--- config.mk ---
export PLATFORM = sky130hd
export DESIGN_NAME = uart_tx_arb_flat
export DESIGN_NICKNAME = d
export VERILOG_FILES = /design/src/rtl/uart_tx_arb_if.sv /design/src/rtl/uart_tx_arb.sv /design/src/flat_wrapper.sv
export SDC_FILE = /design/constraint.sdc
export NUM_CORES = 1
export LEC_CHECK = 0
export BUFFER_PORTS_ARGS = -buffer_cell sky130_fd_sc_hd__buf_4
export CAP_MARGIN = 30
export CORE_MARGIN = 8
export CORE_UTILIZATION = 40
export CTS_BUF_LIST = sky130_fd_sc_hd__clkbuf_8 sky130_fd_sc_hd__clkbuf_16
export CTS_CLUSTER_SIZE = 12
export DETAILED_ROUTE_END_ITERATION = 16
export PLACE_DENSITY = 0.76
export REMOVE_ABC_BUFFERS = 1
export SLEW_MARGIN = 40
export SYNTH_ARGS = -nofsm -noshare
export SYNTH_HDL_FRONTEND = slang
export SYNTH_SLANG_ARGS = --single-unit
--- constraint.sdc ---
create_clock -name clk -period 2.8 [get_ports clk]
set_input_delay 0.28 -clock clk [delete_from_list [all_inputs] [get_ports clk]]
set_output_delay 0.28 -clock clk [all_outputs]
set_load 0.05 [all_outputs]
--- src/rtl/uart_tx_arb_if.sv ---
// uart_tx_arb_if -- handshake bundle between byte requesters and the UART
// launch arbiter.
//   master modport : requester side, drives en/req/req_data, sees grant results
//   slave modport  : arbiter side, consumes requests, drives ack/tx_*/busy/grant_id
// Signals:
//   en        new grants allowed
//   req       per-requester byte-pending flag (held until ack)
//   req_data  byte of requester i on bits [8i+7:8i]
//   ack       one-cycle accept pulse, one-hot or zero
//   tx_send   one-cycle launch pulse to the transmitter
//   tx_data   launched byte, held until the next launch
//   busy      high for the whole frame window
//   grant_id  most recently granted requester
interface uart_tx_arb_if #(
  parameter int NREQ = 4
);
  logic                    en;
  logic [NREQ-1:0]         req;
  logic [8*NREQ-1:0]       req_data;
  logic [NREQ-1:0]         ack;
  logic                    tx_send;
  logic [7:0]              tx_data;
  logic                    busy;
  logic [$clog2(NREQ)-1:0] grant_id;

  modport master (
    output en, req, req_data,
    input  ack, tx_send, tx_data, busy, grant_id
  );

  modport slave (
    input  en, req, req_data,
    output ack, tx_send, tx_data, busy, grant_id
  );
endinterface

--- src/rtl/uart_tx_arb.sv ---
// uart_tx_arb -- round-robin arbiter that launches one byte per UART frame
// window. A grant produces a single-cycle tx_send/ack pair, then further
// grants are held off until FRAME_CYCLES cycles (launch cycle included) have
// elapsed, so back-to-back launches are exactly FRAME_CYCLES apart.
// Ports:
//   clk  rising-edge clock
//   rst  synchronous active-high reset
//   bus  uart_tx_arb_if.slave (en, req, req_data in; ack, tx_send, tx_data,
//        busy, grant_id out -- all outputs registered)
module uart_tx_arb #(
  parameter int NREQ         = 4,
  parameter int FRAME_CYCLES = 160
) (
  input logic          clk,
  input logic          rst,
  uart_tx_arb_if.slave bus
);

  localparam int         IDW      = $clog2(NREQ);
  localparam logic [9:0] LAST_CNT = 10'(FRAME_CYCLES - 1);

  typedef enum logic [1:0] {
    IDLE = 2'b00,
    WAIT = 2'b01
  } state_t;

  state_t          state_q, state_d;
  logic [9:0]      cnt_q, cnt_d;
  logic            tx_send_q, tx_send_d;
  logic [NREQ-1:0] ack_q, ack_d;
  logic [7:0]      tx_data_q, tx_data_d;
  logic            busy_q, busy_d;
  logic [IDW-1:0]  grant_id_q, grant_id_d;

  // Round-robin pick: first set req bit scanning grant_id+1, grant_id+2, ...
  // The index wraps naturally because NREQ is a power of two.
  logic           found;
  logic [IDW-1:0] winner;
  logic [IDW-1:0] idx;

  always_comb begin
    found  = 1'b0;
    winner = grant_id_q;
    idx    = '0;
    for (int unsigned k = 1; k <= NREQ; k++) begin
      idx = grant_id_q + IDW'(k);
      if (!found && bus.req[idx]) begin
        found  = 1'b1;
        winner = idx;
      end
    end
  end

  // The counter marks the launch cycle as 1. WAIT covers cycles
  // 1..FRAME_CYCLES-1; the last window cycle is spent back in IDLE with busy
  // still registered high, so a pending request is granted on that edge and
  // the next launch lands exactly FRAME_CYCLES after the previous one.
  always_comb begin
    state_d    = state_q;
    cnt_d      = cnt_q;
    tx_send_d  = 1'b0;
    ack_d      = '0;
    tx_data_d  = tx_data_q;
    busy_d     = 1'b0;
    grant_id_d = grant_id_q;
    case (state_q)
      IDLE: begin
        cnt_d = '0;
        if (bus.en && found) begin
          state_d       = WAIT;
          cnt_d         = 10'd1;
          tx_send_d     = 1'b1;
          ack_d[winner] = 1'b1;
          tx_data_d     = bus.req_data[{winner, 3'b000} +: 8];
          grant_id_d    = winner;
          busy_d        = 1'b1;
        end
      end
      WAIT: begin
        busy_d = 1'b1;
        if (cnt_q >= LAST_CNT) begin
          state_d = IDLE;
          cnt_d   = '0;
        end else begin
          cnt_d = cnt_q + 10'd1;
        end
      end
      default: begin
        state_d = IDLE;
        cnt_d   = '0;
      end
    endcase
  end

  always_ff @(posedge clk) begin
    if (rst) begin
      state_q    <= IDLE;
      cnt_q      <= '0;
      tx_send_q  <= 1'b0;
      ack_q      <= '0;
      tx_data_q  <= 8'h00;
      busy_q     <= 1'b0;
      grant_id_q <= '1;
    end else begin
      state_q    <= state_d;
      cnt_q      <= cnt_d;
      tx_send_q  <= tx_send_d;
      ack_q      <= ack_d;
      tx_data_q  <= tx_data_d;
      busy_q     <= busy_d;
      grant_id_q <= grant_id_d;
    end
  end

  assign bus.ack      = ack_q;
  assign bus.tx_send  = tx_send_q;
  assign bus.tx_data  = tx_data_q;
  assign bus.busy     = busy_q;
  assign bus.grant_id = grant_id_q;

endmodule
--- src/flat_wrapper.sv ---
// flat-port wrapper written by rule: the top's interface ports become plain ports
module uart_tx_arb_flat 
#(
  parameter int NREQ         = 4,
  parameter int FRAME_CYCLES = 160
)
  (clk, rst, bus_en, bus_req, bus_req_data, bus_ack, bus_tx_send, bus_tx_data, bus_busy, bus_grant_id);
  uart_tx_arb_if #(.NREQ(NREQ)) bus_i ();
  input logic clk;
  input logic rst;
  input wire logic [$bits(bus_i.en)-1:0] bus_en;
  input wire logic [$bits(bus_i.req)-1:0] bus_req;
  input wire logic [$bits(bus_i.req_data)-1:0] bus_req_data;
  output wire logic [$bits(bus_i.ack)-1:0] bus_ack;
  output wire logic [$bits(bus_i.tx_send)-1:0] bus_tx_send;
  output wire logic [$bits(bus_i.tx_data)-1:0] bus_tx_data;
  output wire logic [$bits(bus_i.busy)-1:0] bus_busy;
  output wire logic [$bits(bus_i.grant_id)-1:0] bus_grant_id;
  assign bus_i.en = bus_en;
  assign bus_i.req = bus_req;
  assign bus_i.req_data = bus_req_data;
  assign bus_ack = bus_i.ack;
  assign bus_tx_send = bus_i.tx_send;
  assign bus_tx_data = bus_i.tx_data;
  assign bus_busy = bus_i.busy;
  assign bus_grant_id = bus_i.grant_id;
  uart_tx_arb #(.NREQ(NREQ), .FRAME_CYCLES(FRAME_CYCLES)) u_core (.clk(clk), .rst(rst), .bus(bus_i));
endmodule
==> impl_results.md, run 1 <==
* Clock transition at the registers of the reported paths at 100 ps
* Top Family by Delay on Critical Path: simple AND/OR/NAND/NOR gates
* CP bufs+invs at 0
* RSZ-0062 raised after global routing: no
* Synth area leader: dfxtp_1
* Worst Path Max Fanout at 13
* Vias at 1,225
* Pre-CTS setup slack at 887 ps
* Clk buf depth at 2
* Crit path DAT at 2060 ps
* Final setup viols at 0
* Area share of fa/ha/maj cells after synthesis at less than 1%
* WL met3 at around 310 microns
* Grt ovf at 0
* Switching pwr at ~320 uW
* Synth Area in Compound Gates at ~25%
* Core area at 0.00334 sq mm
* Register bit count reported by yosys at 27
* Post-DR vias/cell at 4.94
* Routed length per placed instance at 14.0 microns
* Final Skew at approximately 2.3 ps
* I/O Buffers at 54
* Yosys warning total at 0
* Horiz. Die Dim at between 70 and 80 microns
* Max incr delay on CP at 590 ps
* Die area at around 0.0056 sq mm
* Sequential share of the synthesized area at 39.1%
* Antenna diodes at 0
* Final period utilization at roughly two thirds
* Met2 wire len at between 1500 and 2000 microns
* DR DRC count at 0
* Clock power frac at 24.2%
* VDD IR-drop max at around 0.23 mV
* Overall Power at 952 uW
* DIE HEIGHT at approximately 75 microns
* DRT iter0 DRCs at 32
* Unique masters post-synth at 38
* Post-synth ARST share at 0%
* Clock sinks at 27
* Crit start category: flip-flop
* Cell Chain, Critical Path: nand2b_1, a21oi_2, nor3_4, mux2i_1, o211ai_2
* Hold Fails Final Rpt at 0
* Critical path required time at between 2000 and 3000 ps
* Most used DFF post-synth: dfxtp_1
* Initial antenna violation count at 0
* Layout cells sized above 1 at a little under two fifths
* First-pass GRT wire length at 5420 microns
* Synth Cell Area at 0.00138 sq mm
* Placer's final routability congestion estimate at between 0.8 and 0.9
* P_int at about 640 uW
* Final core occ at 56.2%
* Detail Placement HPWL at about 2800 microns
* Largest net degree at the start of global routing at 18
* Initial core utilization at about two fifths
* Critical Path Source: u_core.bus.grant_id[1]
* Placed cell area at between 0.0015 and 0.002 sq mm
* Mean post-synth cell area at 9.48 sq um
* Top Metal Used: met4
* Via count of the first global-routing pass at 1,160
* Power density over cell area at 507 mW/mm^2
* Switching share of power at 33.2%
* Worst-Margin Slew at 677 ps
* CTS Buf Count at 3
* Leakage at about 0.00085 uW
* Crit end category: flip-flop
* Minimum clock period at between 1500 and 2000 ps
* H-tree depth at 1
* Final wirelength at about 3500 microns
* CTS root buffer: clkbuf_8
* FMAX at 0.526 GHz
* Synth Area in XOR/XNOR at between 3 and 4%
* # IOs at 55
* Setup TNS at 0 ps
* Setup Buffers After CTS at 0
* Top-area cell type share of the netlist area at 39.1%
* Worst Hold Launch: rst
* Clock Latency Late Sink at 270 ps
* Number of max-cap violations at 0
* Nets at 243
* Row Count at 21
* Post_cts resized at 0
* Status: completed
* Met1 Wirelength at 1610 microns
* CTS Hold Buffers Added at 0
* CP max stage cell: nor3_4
* Overall track demand over capacity in global routing at 12.5%
* Top-count cell post-synth: dfxtp_1
* Min-delay worst type: input pin to flip-flop
* CTS tree: built
* Post-route cell area at 0.00188 sq mm
* Synth top cells by count: dfxtp_1, nor2_1, a21o_1
* Comb pwr share at 31.0%
* Post-DRT Antenna Nets at 0
* Final Worst Setup Slack at about 900 ps
* Flop pwr share at 44.8%
* Area Growth Syn to Fin at 35.6%
* Post-Synthesis Cells at around 150
* Simple-Gate Fraction of Synth Area at 22.2%
* Slew headroom at 54.6%
* Largest family of logic cells by synthesized area: compound AO/OA/AOI/OAI gates
* Fin. max-slew vios at 0
* Number of synthesized flops with an enable pin at 0
* Drt pass-1 iters at 4
* Reg2reg start: u_core.bus.grant_id[1]
* Mux cell area share after synthesis at 5.79%
* Largest cells by area after synthesis: dfxtp_1, o211ai_2, a21o_1
* CP Class: flip-flop to flip-flop
## logic make-up after synthesis
logic type | count (synthesis)
compound gates | 40
fa+ha+maj | 1
xor+xnor | 5
buf+inv | 9
mux | 8
flops | 27
other cells | 1
simple gates | 55
## stage by stage
step	cells	hold WS, ps
finish	248	238
detailed placement	244	455
global route	248	229
floorplan	143	374
CTS	248	230
global placement	244	453
## power groups by stage
stage	registers (uW)	clock network [uW]	logic, uW
global route	430	253	316
detailed placement	436	0	296
global placement	436	0	294
finish	427	231	295
CTS	427	238	297
floorplan	509	0	117
## metal layers
layer	up-vias	global-route usage, %
li1	648	-
met1	538	17.0
met2	37	17.7
met3	2	3.86
met4	0	5.22
met5	-	0
## registers in the layout (all words and copies together) (netlist names)
register / flops
u_core.bus.ack: 4
u_core.bus.busy: 1
u_core.bus.grant_id: 2
u_core.bus.tx_data: 8
u_core.bus.tx_send: 1
u_core.cnt_q: 10
u_core.state_q: 1
## final cells by class
cell class	instances	area (sq um)
fill	313	1460
tap	46	57.6
inverter	5	18.8
multi-input combinational	111	797
clock buffer	3	41.3
timing repair buffer	55	413
clock inverter	1	8.76
sequential	27	541
## cell usage in the layout (no fill, tap or decap), types with 2 or more instances in the layout
master | netlist | routed
a21o_1 | 11 | 11
xor2_1 | 2 | 2
a21oi_2 | 2 | 2
mux2i_1 | 8 | 8
conb_1 | 1 | 2
nand3_1 | 5 | 5
xnor2_1 | 3 | 3
and3_1 | 2 | 2
nand2b_1 | 4 | 4
o31ai_1 | 8 | 8
nand2_1 | 10 | 10
nor2_1 | 15 | 15
inv_1 | 5 | 5
nand4_1 | 9 | 9
a31oi_1 | 2 | 2
buf_4 | 0 | 55
dfxtp_1 | 27 | 27
clkbuf_8 | 0 | 3
o211ai_2 | 8 | 8
a211o_1 | 3 | 3
## worst paths after layout
check                                         endpoint  slack, ps  cells past startpoint
worst max-delay path             u_core.bus.tx_data[2]        900                      5
worst min-delay path            u_core.bus.grant_id[0]        240                      2
worst max register to register   u_core.bus.tx_data[2]        900                      5
worst min register to register   u_core.bus.tx_data[3]        480                      2
No activity file was read; power rests on OpenSTA's default activity.
==> inputs of run 2 (changes only) <==
- ABC_AREA: unset -> 1
- PLACE_DENSITY: 0.76 -> 0.74
- clock period: 2.8 -> 1.8 ns (I/O delays scaled with it)
==> run 2 against run 1 <==
Compared with the run above: non-clock buffer count up 8; clock skew is 2.2 ps higher; sequential share of layout area fell by 4.8 points; register-to-register slack lost 790 ps; first-iteration DRC count up 91%; cell area up 21%; critical path depth rose by 10; synthesized cell count increased by 60%; combinational power increased to 5.0 times the previous value; sequential power up 68%; worst setup slack worse by 790 ps; count of clock-buffer cells in the layout stayed put.
==> impl_results.md, run 2 <==
* Status: completed (unchanged)
* Antenna diodes at 0 (unchanged)
* VDD IR-drop max at 0.539 mV (was 0.225 mV)
* First-pass GRT wire length at 6290 microns (was 5420 microns)
* Post-DRT Antenna Nets at 0 (unchanged)
* Row Count at 23 (was 21)
* Switching pwr at 1130 uW (was 316 uW)
* CP max stage cell: dfxtp_4 (was nor3_4)
* Max incr delay on CP at 380 ps (was 590 ps)
* Drt pass-1 iters at 4 (unchanged)
* Top-count cell post-synth: nand2_1 (was dfxtp_1)
* Grt ovf at 0 (unchanged)
* CTS Buf Count at 3 (unchanged)
* Overall track demand over capacity in global routing at 12.0% (was 12.5%)
* I/O Buffers at 54 (unchanged)
* # IOs at 55 (unchanged)
* DIE HEIGHT at 79.1 microns (was 74.8 microns)
* Final setup viols at 0 (unchanged)
* Most used DFF post-synth: dfxtp_1 (unchanged)
* Vias at 1,594 (was 1,225)
* Min-delay worst type: input pin to flip-flop (unchanged)
* Largest Register: u_core.cnt_q (unchanged)
* Initial antenna violation count at 0 (unchanged)
* Sequential share of the synthesized area at 34.0% (was 39.1%)
* Fin cells at 346 (was 248)
* Detail Placement HPWL at 3080 microns (was 2780 microns)
* Via count of the first global-routing pass at 1,478 (was 1,160)
* Max reg flops at 10 (unchanged)
* Most frequent cells in the layout: nand2_1, buf_4, inv_1 (was buf_4, dfxtp_1, nor2_1)
* Post-synth ARST share at 0% (unchanged)
* Area Growth Syn to Fin at 42.6% (was 35.6%)
* Comb pwr share at 58.8% (was 31.0%)
* Placer's final routability congestion estimate at 0.757 (was 0.806)
* Final wirelength at 3900 microns (was 3470 microns)
* P_int at 1380 uW (was 636 uW)
* Largest net degree at the start of global routing at 17 (was 18)
* Clock transition at the registers of the reported paths at 90 ps (was 100 ps)
* Crit start category: flip-flop (unchanged)
* Leakage at 0.00116 uW (was 0.000851 uW)
* Worst Path Max Fanout at 8 (was 13)
* CTS tree: built (unchanged)
* Routed length per placed instance at 11.3 microns (was 14.0 microns)
* Number of max-cap violations at 0 (unchanged)
* Synth top cells by count: nand2_1, nand3_1, dfxtp_1, inv_1, nor2_1 (was dfxtp_1, nor2_1, a21o_1)
* Final Skew at 4.54 ps (was 2.30 ps)
* Fin. max-slew vios at 0 (unchanged)
* Layout cells sized above 1 at 34.8% (was 37.6%)
* DRT iter0 DRCs at 61 (was 32)
* Top-area cell type share of the netlist area at 34.0% (was 39.1%)
* Most common cell after layout, fill and taps aside: nand2_1 (was buf_4)
* Critical path required time at 1970 ps (was 2960 ps)
* Core area at 0.00391 sq mm (was 0.00334 sq mm)
* Largest cells by area after synthesis: dfxtp_1, nand2_1, nand3_1 (was dfxtp_1, o211ai_2, a21o_1)
* Final period utilization at 93.9% (was 67.9%)
* Hold Fails Final Rpt at 0 (unchanged)
* Flop pwr share at 28.5% (was 44.8%)
* Crit path DAT at 1860 ps (was 2060 ps)
* H-tree depth at 1 (unchanged)
* Initial core utilization at 40.6% (was 41.5%)
* FMAX at 0.592 GHz (was 0.526 GHz)
* Register bit count reported by yosys at 27 (unchanged)
* Clock Latency Late Sink at 260 ps (was 270 ps)
* Unique masters post-synth at 32 (was 38)
* CP Class: flip-flop to flip-flop (unchanged)
* Synth Cell Area at 0.00159 sq mm (was 0.00138 sq mm)
* Die area at 0.00625 sq mm (was 0.00560 sq mm)
* Crit end category: flip-flop (unchanged)
* Post-DR vias/cell at 4.61 (was 4.94)
* CTS root buffer: clkbuf_8 (unchanged)
* Clk buf depth at 2 (unchanged)
* Final hold slack at 139 ps (was 238 ps)
* Synth area leader: dfxtp_1 (unchanged)
* Clock sinks at 27 (unchanged)
* Clock power frac at 12.7% (was 24.2%)
* Mean post-synth cell area at 6.80 sq um (was 9.48 sq um)
* Placed cells at 337 (was 244)
* Yosys warning total at 0 (unchanged)
* Nets at 337 (was 243)
* Switching share of power at 45.1% (was 33.2%)
* Number of synthesized flops with an enable pin at 0 (unchanged)
* DR DRC count at 0 (unchanged)
* Power density over cell area at 1110 mW/mm^2 (was 507 mW/mm^2)
* Minimum clock period at 1690 ps (was 1900 ps)
* Post-Synthesis Cells at 234 (was 146)
* Cell Chain, Critical Path: buf_12, clkinv_8, nand2_2, nand3_1, nand2_4, nand2_4, nand2_2, nand2_1, nand2_2, nand2_4, buf_6, nand3_1, nand3_1, nand2_1, inv_1 (was nand2b_1, a21oi_2, nor3_4, mux2i_1, o211ai_2)
* Horiz. Die Dim at 79.1 microns (was 74.8 microns)
## run 2: cell types whose count changed in the layout (fill, tap and decap cells not counted), sizes merged, moves of 3 or more
cell	before	now
mux2i	8	0
nand4	9	1
o211ai	8	1
a211o	3	0
o21a	1	7
a21o	11	0
nand2b	5	0
nand3	5	31
o31ai	9	0
inv	6	32
buf	55	62
nand2	11	93
a21oi	3	7
## run 2: path summary, 6_finish.rpt
| check | startpoint | slack, ps | end | cells after the start |
|---|---|---|---|---|
| max | u_core.bus.grant_id[0] | 110 | u_core.bus.tx_data[5] | 15 |
| min | rst | 140 | u_core.bus.tx_data[7] | 2 |
| max reg2reg | u_core.bus.grant_id[0] | 110 | u_core.bus.tx_data[5] | 15 |
| min reg2reg | u_core.bus.tx_data[7] | 470 | u_core.bus.tx_data[7] | 2 |
## run 2: cell families (layout without fill, tap and decap cells)
| group | after synthesis | after routing | synth area share (%) |
|---|---|---|---|
| simple gates | 144 | 144 | 43.9 |
| buf+inv | 38 | 99 | 11.6 |
| flops | 27 | 27 | 34.0 |
| compound gates | 20 | 20 | 7.87 |
| xor+xnor | 3 | 3 | 1.65 |
| fa+ha+maj | 1 | 1 | 0.787 |
| other cells | 1 | 2 | 0.236 |
## run 2: per-stage QoR
step	TNS (ps)	util, %	cell area [sq um]	power, uW	worst slack [ps]
after floorplan	-4680	-	1540	1620	-358
after global placement	0	52.7	2060	2000	45.8
after detailed placement	0	52.7	2060	2010	16.0
after CTS	0	53.8	2110	2330	6.11
after global routing	-215	58.0	2270	2700	-42.1
final	0	58.0	2270	2510	110
## run 2: worst max-delay path: cells and delay by family, from the launching register on
| kind | cells | cell delay (ps) |
|---|---|---|
| buffers and inverters | 4 | 360 |
| flip-flops | 1 | 380 |
| AND/OR/NAND/NOR | 11 | 840 |
## run 2: power by group through the flow
stage / sequential [uW] / clock (uW) / combinational [uW]
6_report: 716 / 320 / 1480
4_1_cts: 711 / 327 / 1290
3_3_place_gp: 724 / 0 / 1270
5_1_grt: 726 / 356 / 1620
2_1_floorplan: 936 / 0 / 686
3_5_place_dp: 724 / 0 / 1280
## run 2: cell type report
class / count / area (sq um)
clock buffers: 3 / 41.3
clock inverters: 1 / 3.75
fillers: 413 / 1650
inverters: 32 / 138
multi-input cells: 170 / 958
flip-flops and latches: 27 / 546
well taps: 50 / 62.6
repair buffers: 63 / 519
## run 2: per-layer routing
layer	share of wire (%)	GRT usage, %	vias up	routed length, microns
met5	0	0	-	0
met4	0.28	2.78	0	11
met3	10	5.76	2	401
met2	47	19.7	52	1840
met1	42	13.6	683	1650
li1	-	-	857	-
## run 2: repair_timing
item                                   4_1_cts  5_1_grt
endpoints found under the hold margin        0        0
setup endpoints to repair                    0       10
gates resized for setup                      0       25
hold buffers                                 0        0
setup buffers                                0        4
==> inputs of run 3 (changes only) <==
==> constraint.sdc (replaced) <==
create_clock -name clk -period 2 [get_ports clk]
set_input_delay 0.3 -clock clk [delete_from_list [all_inputs] [get_ports clk]]
set_output_delay 0.3 -clock clk [all_outputs]
set_load 0.05 [all_outputs]
==> run 3 against run 2 <==
Compared with the run above: power shrank 17%; largest cell class unchanged; critical path type unchanged; wire length fell by 1.8%; final cell count shrank 1.7%; flip-flop and latch count did not move.
==> impl_results.md, run 3 (same netlist as run 2, synthesis figures left out) <==
* Horiz. Die Dim at 79.1 microns (unchanged)
* Hold depth at 2 (unchanged)
* Hold Fails Final Rpt at 0 (unchanged)
* Comb pwr share at 53.4% (was 58.8%)
* Final setup viols at 0 (unchanged)
* Max reg flops at 10 (unchanged)
* VDD IR-drop max at 0.473 mV (was 0.539 mV)
* Clk buf depth at 2 (unchanged)
* DR DRC count at 0 (unchanged)
* Power density over cell area at 1000 mW/mm^2 (was 1110 mW/mm^2)
* Switching share of power at 46.3% (was 45.1%)
* Crit start category: flip-flop (unchanged)
* FMAX at 0.581 GHz (was 0.592 GHz)
* Most common cell after layout, fill and taps aside: nand2_1 (unchanged)
* Layout cells sized above 1 at 30.3% (was 34.8%)
* Fill cell count at 409 (was 413)
* DRT iter0 DRCs at 82 (was 61)
* Placer's final routability congestion estimate at 0.817 (was 0.757)
* Vias at 1,550 (was 1,594)
* Final Skew at 7.40 ps (was 4.54 ps)
* Flop pwr share at 31.1% (was 28.5%)
* Routed length per placed instance at 11.3 microns (about the same)
* Clock transition at the registers of the reported paths at 100 ps (was 90 ps)
* Initial antenna violation count at 0 (unchanged)
* RSZ-0062 raised after global routing: no
* Area Growth Syn to Fin at 30.8% (was 42.6%)
* Via count of the first global-routing pass at 1,486 (was 1,478)
* Number of max-cap violations at 0 (unchanged)
* Worst Path Max Fanout at 13 (was 8)
* Setup TNS at 0 ps (unchanged)
* CP bufs+invs at 2 (was 4)
* CP Class: flip-flop to flip-flop (unchanged)
* Final wirelength at 3830 microns (was 3900 microns)
* DIE HEIGHT at 79.1 microns (unchanged)
* CTS tree: built (unchanged)
* CTS root buffer: clkbuf_8 (unchanged)
* Levels on crit path at 15 (unchanged)
* # IOs at 55 (unchanged)
* Leakage at 0.00110 uW (was 0.00116 uW)
* Final period utilization at 86.1% (was 93.9%)
* Overall Power at 2080 uW (was 2510 uW)
* Most frequent CP cell: nand2_1
* P_int at 1120 uW (was 1380 uW)
* Initial core utilization at 40.6% (unchanged)
* Die area at 0.00625 sq mm (unchanged)
* Final Worst Setup Slack at 279 ps (was 110 ps)
* I/O Buffers at 54 (unchanged)
* Clock sinks at 27 (unchanged)
* CTS Buf Count at 3 (unchanged)
* Top Family by Delay on Critical Path: simple AND/OR/NAND/NOR gates (unchanged)
* Antenna diodes at 0 (unchanged)
* Minimum clock period at 1720 ps (was 1690 ps)
* Clock power frac at 15.5% (was 12.7%)
* Clock Latency Late Sink at 280 ps (was 260 ps)
* H-tree depth at 1 (unchanged)
* Row Count at 23 (unchanged)
* Most frequent cells in the layout: nand2_1, buf_4, nand3_1 (was nand2_1, buf_4, inv_1)
* Status: completed (unchanged)
* Min-delay worst type: input pin to flip-flop (unchanged)
* CP max stage cell: dfxtp_2 (was dfxtp_4)
* Grt ovf at 0 (unchanged)
* Overall track demand over capacity in global routing at 12.8% (was 12.0%)
* Nets at 331 (was 337)
* Largest net degree at the start of global routing at 17 (unchanged)
* Max incr delay on CP at 440 ps (was 380 ps)
* Post-DRT Antenna Nets at 0 (unchanged)
* Largest Register: u_core.cnt_q (unchanged)
* Drt pass-1 iters at 4 (unchanged)
* Post-DR vias/cell at 4.56 (was 4.61)
* Critical path required time at 2190 ps (was 1970 ps)
* Detail Placement HPWL at 3040 microns (was 3080 microns)
* R2R cell count at 15 (unchanged)
* Fin. max-slew vios at 0 (unchanged)
* Crit path DAT at 1910 ps (was 1860 ps)
* Core area at 0.00391 sq mm (unchanged)
* Cell Chain, Critical Path: inv_6, nand2_2, nand2_2, nand2_1, nand2_2, nand2_4, nand2_4, nand2_4, nand2_2, nand2_1, nand2_1, nand2_1, nand3_1, nand2_1, inv_1 (was buf_12, clkinv_8, nand2_2, nand3_1, nand2_4, nand2_4, nand2_2, nand2_1, nand2_2, nand2_4, buf_6, nand3_1, nand3_1, nand2_1, inv_1)
* First-pass GRT wire length at 6560 microns (was 6290 microns)
* Switching pwr at 963 uW (was 1130 uW)
* Crit end category: flip-flop (unchanged)
* Final core occ at 53.1% (was 58.0%)
* Pre-CTS setup slack at 166 ps (was 16.0 ps)
-- run 3: cell count changes in the layout (fill, tap and decap cells not counted), sizes merged --
cell / change
buf: -5
clkbuf: -1
clkinv: -1
clkinvlp: +1
-- run 3: worst paths after layout --
path / slack, ps / endpoint / startpoint
min: 240 / u_core.bus.tx_data[2] / rst
min reg2reg: 480 / u_core.cnt_q[0] / u_core.cnt_q[0]
max reg2reg: 280 / u_core.bus.tx_data[1] / u_core.bus.grant_id[0]
max: 280 / u_core.bus.tx_data[1] / u_core.bus.grant_id[0]
-- run 3: power by group through the flow --
stage / Combinational, uW / Sequential, uW / Clock (uW)
final: 1110 / 647 / 322
after global routing: 1230 / 657 / 357
after CTS: 1120 / 646 / 336
after detailed placement: 1120 / 657 / 0
after global placement: 1110 / 657 / 0
after floorplan: 618 / 842 / 0
-- run 3: repair_timing --
| action | CTS | global route |
|---|---|---|
| setup buffers | 0 | 0 |
| resized for setup | 0 | 2 |
| hold buffers | 0 | 0 |
| hold endpoints to repair | 0 | 0 |
| setup endpoints to repair | 0 | 6 |
-- run 3: worst register-to-register path, cell delays in order (launching register included) --
cell and delay, ps:
dfxtp_2 440, inv_6 80, nand2_2 70, nand2_2 70, nand2_1 100, nand2_2 70, nand2_4 100, nand2_4 80
nand2_4 80, nand2_2 160, nand2_1 100, nand2_1 60, nand2_1 60, nand3_1 60, nand2_1 60, inv_1 30
-- run 3: routing by layer --
metal,wire (microns),GRT usage (%),vias up
met5,0,0,-
met4,44,3.89,0
met3,386,6.43,5
met2,1680,19.9,44
met1,1720,14.9,664
li1,-,-,837
-- run 3: through the flow --
| step | cells | instance area, sq um | hold slack (ps) |
|---|---|---|---|
| floorplan | 229 | 1540 | 369 |
| global placement | 336 | 2030 | 461 |
| detailed placement | 336 | 2030 | 465 |
| CTS | 340 | 2080 | 227 |
| global route | 340 | 2080 | 228 |
| finish | 340 | 2080 | 239 |
-- run 3: cell type report --
type | instances | area (sq um) | share of cell area [%]
multi-input cells | 170 | 870 | 41.8
well taps | 50 | 62.6 | 3.01
repair buffers | 57 | 428 | 20.6
clock inverters | 1 | 7.51 | 0.361
clock buffers | 3 | 41.3 | 1.99
flip-flops and latches | 27 | 543 | 26.1
inverters | 32 | 128 | 6.14
